===== src/rtl/tile_cfg_pkg.sv =====
// Shared types and helpers for the tile bank configuration controller.
// Holds the FSM state encoding, default geometry and chunk addressing.
package tile_cfg_pkg;

    typedef enum logic [2:0] {
        ST_IDLE,
        ST_SETUP,
        ST_PULSE,
        ST_HOLD,
        ST_REJECT
    } state_e;

    localparam int NUM_BITS_DEF = 160;
    localparam int CHUNK_W_DEF  = 8;
    localparam int NUM_CHUNKS   = NUM_BITS_DEF / CHUNK_W_DEF;
    localparam int IDX_W        = $clog2(NUM_CHUNKS);

    function automatic int chunk_base(input int idx, input int chunk_w);
        return idx * chunk_w;
    endfunction

endpackage


===== src/rtl/tile_bank_cfg_ctrl_timer.sv =====
// Phase down-counter: load a cycle count, expire flags the last cycle.
// Idles at zero once a phase has run out.
module cfg_phase_timer #(
    parameter int W = 2
) (
    input  logic         clk,
    input  logic         rst,
    input  logic         load,
    input  logic [W-1:0] load_val,
    output logic         expire
);

    logic [W-1:0] cnt_q;
    logic [W-1:0] cnt_d;

    always_comb begin
        cnt_d = cnt_q;
        if (load) begin
            cnt_d = load_val;
        end else if (cnt_q != '0) begin
            cnt_d = cnt_q - W'(1);
        end
    end

    always_ff @(posedge clk) begin
        if (rst) begin
            cnt_q <= '0;
        end else begin
            cnt_q <= cnt_d;
        end
    end

    assign expire = (cnt_q == W'(1));

endmodule


===== src/rtl/tile_bank_cfg_ctrl.sv =====
// Memory-bank config controller: one chunk write per command,
// driving bl, then pulsing wl with fixed setup/pulse/hold timing.
module tile_bank_cfg_ctrl
    import tile_cfg_pkg::*;
#(
    parameter  int NUM_BITS     = NUM_BITS_DEF,
    parameter  int CHUNK_W      = CHUNK_W_DEF,
    parameter  int SETUP_CYCLES = 1,
    parameter  int PULSE_CYCLES = 2,
    parameter  int CNT_W        = 16,
    localparam int N_CHUNKS     = NUM_BITS / CHUNK_W,
    localparam int CIDX_W       = $clog2(N_CHUNKS)
) (
    input  logic                prog_clk,
    input  logic                prog_reset,
    input  logic                cmd_valid,
    output logic                cmd_ready,
    input  logic [CIDX_W-1:0]   cmd_chunk,
    input  logic [CHUNK_W-1:0]  cmd_data,
    output logic                busy,
    output logic                done_pulse,
    output logic                err_pulse,
    output logic [CNT_W-1:0]    write_count,
    output logic [0:NUM_BITS-1] bl,
    output logic [0:NUM_BITS-1] wl
);

    localparam int MAX_CYC = (SETUP_CYCLES > PULSE_CYCLES) ?
                             SETUP_CYCLES : PULSE_CYCLES;
    localparam int TMR_W   = $clog2(MAX_CYC + 1);

    state_e             state_q, state_d;
    logic [CIDX_W-1:0]  chunk_q, chunk_d;
    logic [CHUNK_W-1:0] data_q, data_d;
    logic [CNT_W-1:0]   count_q, count_d;

    logic               tmr_load;
    logic [TMR_W-1:0]   tmr_val;
    logic               tmr_expire;
    logic               drive_bl;
    logic               strobe_wl;
    logic [N_CHUNKS-1:0] sel;

    cfg_phase_timer #(
        .W(TMR_W)
    ) u_timer (
        .clk     (prog_clk),
        .rst     (prog_reset),
        .load    (tmr_load),
        .load_val(tmr_val),
        .expire  (tmr_expire)
    );

    always_ff @(posedge prog_clk) begin
        if (prog_reset) begin
            state_q <= ST_IDLE;
            chunk_q <= '0;
            data_q  <= '0;
            count_q <= '0;
        end else begin
            state_q <= state_d;
            chunk_q <= chunk_d;
            data_q  <= data_d;
            count_q <= count_d;
        end
    end

    always_comb begin
        state_d  = state_q;
        chunk_d  = chunk_q;
        data_d   = data_q;
        count_d  = count_q;
        tmr_load = 1'b0;
        tmr_val  = '0;
        unique case (state_q)
            ST_IDLE: begin
                if (cmd_valid) begin
                    if (32'(cmd_chunk) < N_CHUNKS) begin
                        state_d  = ST_SETUP;
                        chunk_d  = cmd_chunk;
                        data_d   = cmd_data;
                        tmr_load = 1'b1;
                        tmr_val  = TMR_W'(SETUP_CYCLES);
                    end else begin
                        state_d = ST_REJECT;
                    end
                end
            end
            ST_SETUP: begin
                if (tmr_expire) begin
                    state_d  = ST_PULSE;
                    tmr_load = 1'b1;
                    tmr_val  = TMR_W'(PULSE_CYCLES);
                end
            end
            ST_PULSE: begin
                if (tmr_expire) begin
                    state_d = ST_HOLD;
                    count_d = count_q + CNT_W'(1);
                end
            end
            ST_HOLD:   state_d = ST_IDLE;
            ST_REJECT: state_d = ST_IDLE;
            default:   state_d = ST_IDLE;
        endcase
    end

    always_comb begin
        cmd_ready  = (state_q == ST_IDLE);
        busy       = (state_q != ST_IDLE);
        done_pulse = (state_q == ST_HOLD);
        err_pulse  = (state_q == ST_REJECT);
        drive_bl   = (state_q == ST_SETUP) || (state_q == ST_PULSE) ||
                     (state_q == ST_HOLD);
        strobe_wl  = (state_q == ST_PULSE);
    end

    assign write_count = count_q;

    // Bit i of the latched data lands on cell base+i (ascending bus).
    for (genvar c = 0; c < N_CHUNKS; c++) begin : g_chunk
        assign sel[c] = (chunk_q == CIDX_W'(c));
        for (genvar i = 0; i < CHUNK_W; i++) begin : g_bit
            assign bl[chunk_base(c, CHUNK_W) + i] = drive_bl & sel[c] & data_q[i];
            assign wl[chunk_base(c, CHUNK_W) + i] = strobe_wl & sel[c];
        end
    end

endmodule


===== config.mk =====
export PLATFORM = sky130hd
export DESIGN_NAME = tile_bank_cfg_ctrl
export DESIGN_NICKNAME = d
export VERILOG_FILES = /design/src/rtl/tile_cfg_pkg.sv /design/src/rtl/tile_bank_cfg_ctrl_timer.sv /design/src/rtl/tile_bank_cfg_ctrl.sv
export SDC_FILE = /design/constraint.sdc
export NUM_CORES = 1
export LEC_CHECK = 0
export ABC_AREA = 1
export CAP_MARGIN = 0
export CORE_AREA = 2 2 137 139
export CTS_CLUSTER_DIAMETER = 40
export DETAILED_ROUTE_END_ITERATION = 8
export DIE_AREA = 0 0 139 141
export PLACE_DENSITY = 0.61
export SLEW_MARGIN = 20
export SYNTH_ARGS = -nofsm -noshare
export SYNTH_HDL_FRONTEND = slang
export SYNTH_SLANG_ARGS = --single-unit

===== constraint.sdc =====
create_clock -name prog_clk -period 2.41 [get_ports prog_clk]
set_clock_uncertainty 0.15 [all_clocks]
set_input_delay 0.482 -clock prog_clk [delete_from_list [all_inputs] [get_ports prog_clk]]
set_output_delay 0.482 -clock prog_clk [all_outputs]
set_load 0.02 [all_outputs]

==> reports/qor.csv <==
metric,value,unit
R2R cell count,7,
worst reg2reg path endpoint,write_count[15],
max-cap violations,0,
CTS H-tree lvls,2,
hold buffers post-CTS,0,
Critical Path Stages,6,
crit path DAT,1.75,ns
power density normalized to cell area,548.9,mW/mm2
slew at the pin closest to its max-slew limit,0.4426,ns
Site Rows,50,
number of slew-limit violations in the final report,0,
average wire per cell in the routed design,15.93,um
flop and latch count out of synthesis,34,
Max VDD drop,0.0004098,V
Via Count,4588,
most numerous cell types in the synthesized netlist,"nor2_1, buf_4, nand2_1, inv_1, dfxtp_1",
static power due to leakage,0.003120,uW
post-route insts no fill,1125,
IO Port Bufs,355,
mean cell area of the mapped netlist,5.902,um2
kind of cell adding the most delay to the critical path,buffers and inverters,
fraction of synthesized cell area taken by the top area cell type,0.2916,
startpoint of the worst register-to-register path,u_timer.cnt_q[0],
overall power consumption,3300,uW
WHS Path Cells,2,
Clock Tree Root,clkbuf_16,
critical path startpoint,state_q[1],
category of the worst setup path launch point,register,
TritonCTS clock tree,built,
Hold/Removal Path Class,reg -> reg,
layout filler cell count,2099,
Worst Setup End Kind,output port,
number of clock sinks seen by CTS,34,
number of global-route vias before repair,4283,
Finish-stage setup viols,0,
fin crit share,0.9887,
first-pass GRT wire length,25.90,mm
worst-path maximum fanout,20,
CTS buffer count,5,
remaining routing DRC violations,0,
internal power,1763,uW
clock transition at the registers of the reported paths,0.06,ns
die area,0.01960,mm2
Final nets,909,
Syn-to-layout area delta,65.60,%
syn_nets,634,
combined global-route utilization of all metal layers,0.1669,
share of layout cells above drive strength 1,0.3939,
n_diodes,0,
largest stage delay on the critical path,0.34,ns
Worst-Skew Late Latency,0.28,ns
Top-Level Pins,356,
synthesized cell area,0.003630,mm2
portion of total power attributed to the clock network,0.194,
critical-path cell list,"buf_4, nand3_2, buf_12, nor4_1, buf_4, dlygate4sd2_1",
most repeated library cell on the critical path,buf_4,
"Seq/Total Area, Yosys",0.1875,
YS warnings,0,
die height,141,um
top area cells in the synthesized netlist,"buf_4, nor2_1, dfxtp_1",
hpwl dp,13.85,mm
Initial DRC Count,250,
RSZ-0062 raised after global routing,true,
Die X-Extent,139,um
Clock Path Buffers,2,
GRT Residual Overflow,0,
buffers inserted during post-CTS setup optimization,0,
run status,"finished, final reports clean",
end of the critical path,wl[22],
Async SR Flop Fraction,0,
first-pass iteration count of the detailed router,6,
placer congestion estimate,0.8240,
area of the core,0.01827,mm2
combined buffer and inverter count along the critical path,4,
"count leader, synth",nor2_1,
WS Path Type,reg -> out,
number of unique standard cell types used by synthesis,24,
number of antenna violations at the first check in global routing,0,
power share of the combinational group,0.586,
count of flip-flops with a built-in enable after synthesis,0,
setup slack of the most critical reg-to-reg path,0.57,ns
pin count of the biggest net entering global routing,21,
headroom to the max-slew limit,0.7018,
Hold Worst Slack,0.2984,ns
sum of routed wire length over all layers,17.92,mm
switching power share of the total,0.4656,
placed cell count,1117,
Post-DRT Antenna Nets,0,
Max Clock Freq,0.4197,GHz
initial core utilization,0.1987,
vias per cell,4.078,
top cell type by total area after synthesis,buf_4,
min Tclk post-route,2.383,ns
Final Hold Violating Endpoints,0,
net switching power,1536,uW
Critical Path RT,1.78,ns
portion of total power attributed to sequential cells,0.220,
synthesized instance count,615,
Synth Flop Type,dfxtp_1,
post-cts sizing count,421,
CP max-delay cell,dfxtp_1,
==> through the flow <==
step | setup slack, ns | area (um2) | setup TNS (ns) | utilization
global placement | -0.1293 | 6983 | -3.754 | 0.3823
floorplan | -0.3988 | 3630 | -17.25 | -
CTS | -0.01301 | 6859 | -0.08218 | 0.3755
finish | 0.02717 | 6011 | 0 | 0.3290
detailed placement | -0.1490 | 6983 | -5.115 | 0.3823
global route | -0.1091 | 6011 | -0.8181 | 0.3290
==> power groups by stage <==
stage	registers [uW]	logic [uW]	clock network (uW)
2_1_floorplan	723	1130	0
3_3_place_gp	728	2040	0
3_5_place_dp	734	2050	0
4_1_cts	724	1980	657
5_1_grt	738	2120	685
6_report	727	1930	639
==> cell families after synthesis <==
logic type	count (synthesis)	share of synthesized area
flops	34	0.1875
xor+xnor	2	0.004827
compound gates	48	0.06687
buf+inv	210	0.3644
simple gates	318	0.3661
fa+ha+maj	3	0.01034
==> cell usage in the layout, fill, tap and decap left out, drive strengths merged, types with 2 or more instances in the layout <==
cell type | Yosys | layout
buf | 145 | 103
dlygate4sd2 | 0 | 38
nor2 | 209 | 209
nand3 | 27 | 27
clkdlybuf4s50 | 0 | 33
nor3 | 9 | 9
clkdlybuf4s15 | 0 | 55
ha | 3 | 3
dlymetal6s2s | 0 | 2
dfxtp | 34 | 34
nor4 | 7 | 7
a21oi | 26 | 26
nand4 | 7 | 7
clkbuf | 22 | 211
inv | 43 | 43
nand2 | 59 | 59
o21ai | 21 | 21
==> area by class of cell <==
class	count	area (um2)	share of cell area
clock inverter	1	5.005	0.0008326
timing repair buffer	435	3080	0.5125
clock buffer	7	142.6	0.02373
tap	234	292.8	0.04871
sequential	34	686.9	0.1143
multi-input combinational	371	1642	0.2731
inverter	43	161.4	0.02685
==> worst min-delay path, cell delays in order, from the launching register on <==
cell     delay [ns]
dfxtp_1        0.29
inv_1          0.06
a21oi_1        0.05
==> per-layer routing <==
metal,wire [um],global-route usage,up-vias
li1,-,-,2308
met3,1071,0.03465,8
met4,63,0.01648,0
met5,0,0,-
met2,8979,0.3028,183
met1,7802,0.2111,2089
==> worst min path at each step <==
stage	from	end	slack [ns]
3_3_place_gp	data_q[6]	data_q[6]	0.29
6_report	data_q[1]	data_q[1]	0.30
2_1_floorplan	data_q[0]	data_q[0]	0.30
4_1_cts	data_q[3]	data_q[3]	0.30
5_1_grt	data_q[3]	data_q[3]	0.33
3_5_place_dp	data_q[1]	data_q[1]	0.30
==> sequential cells by signal, summed over array words and instances (netlist names) <==
signal,flops
u_timer.cnt_q,2
chunk_q,5
data_q,8
state_q,3
write_count,16
Power figures use the tool's default switching activity.
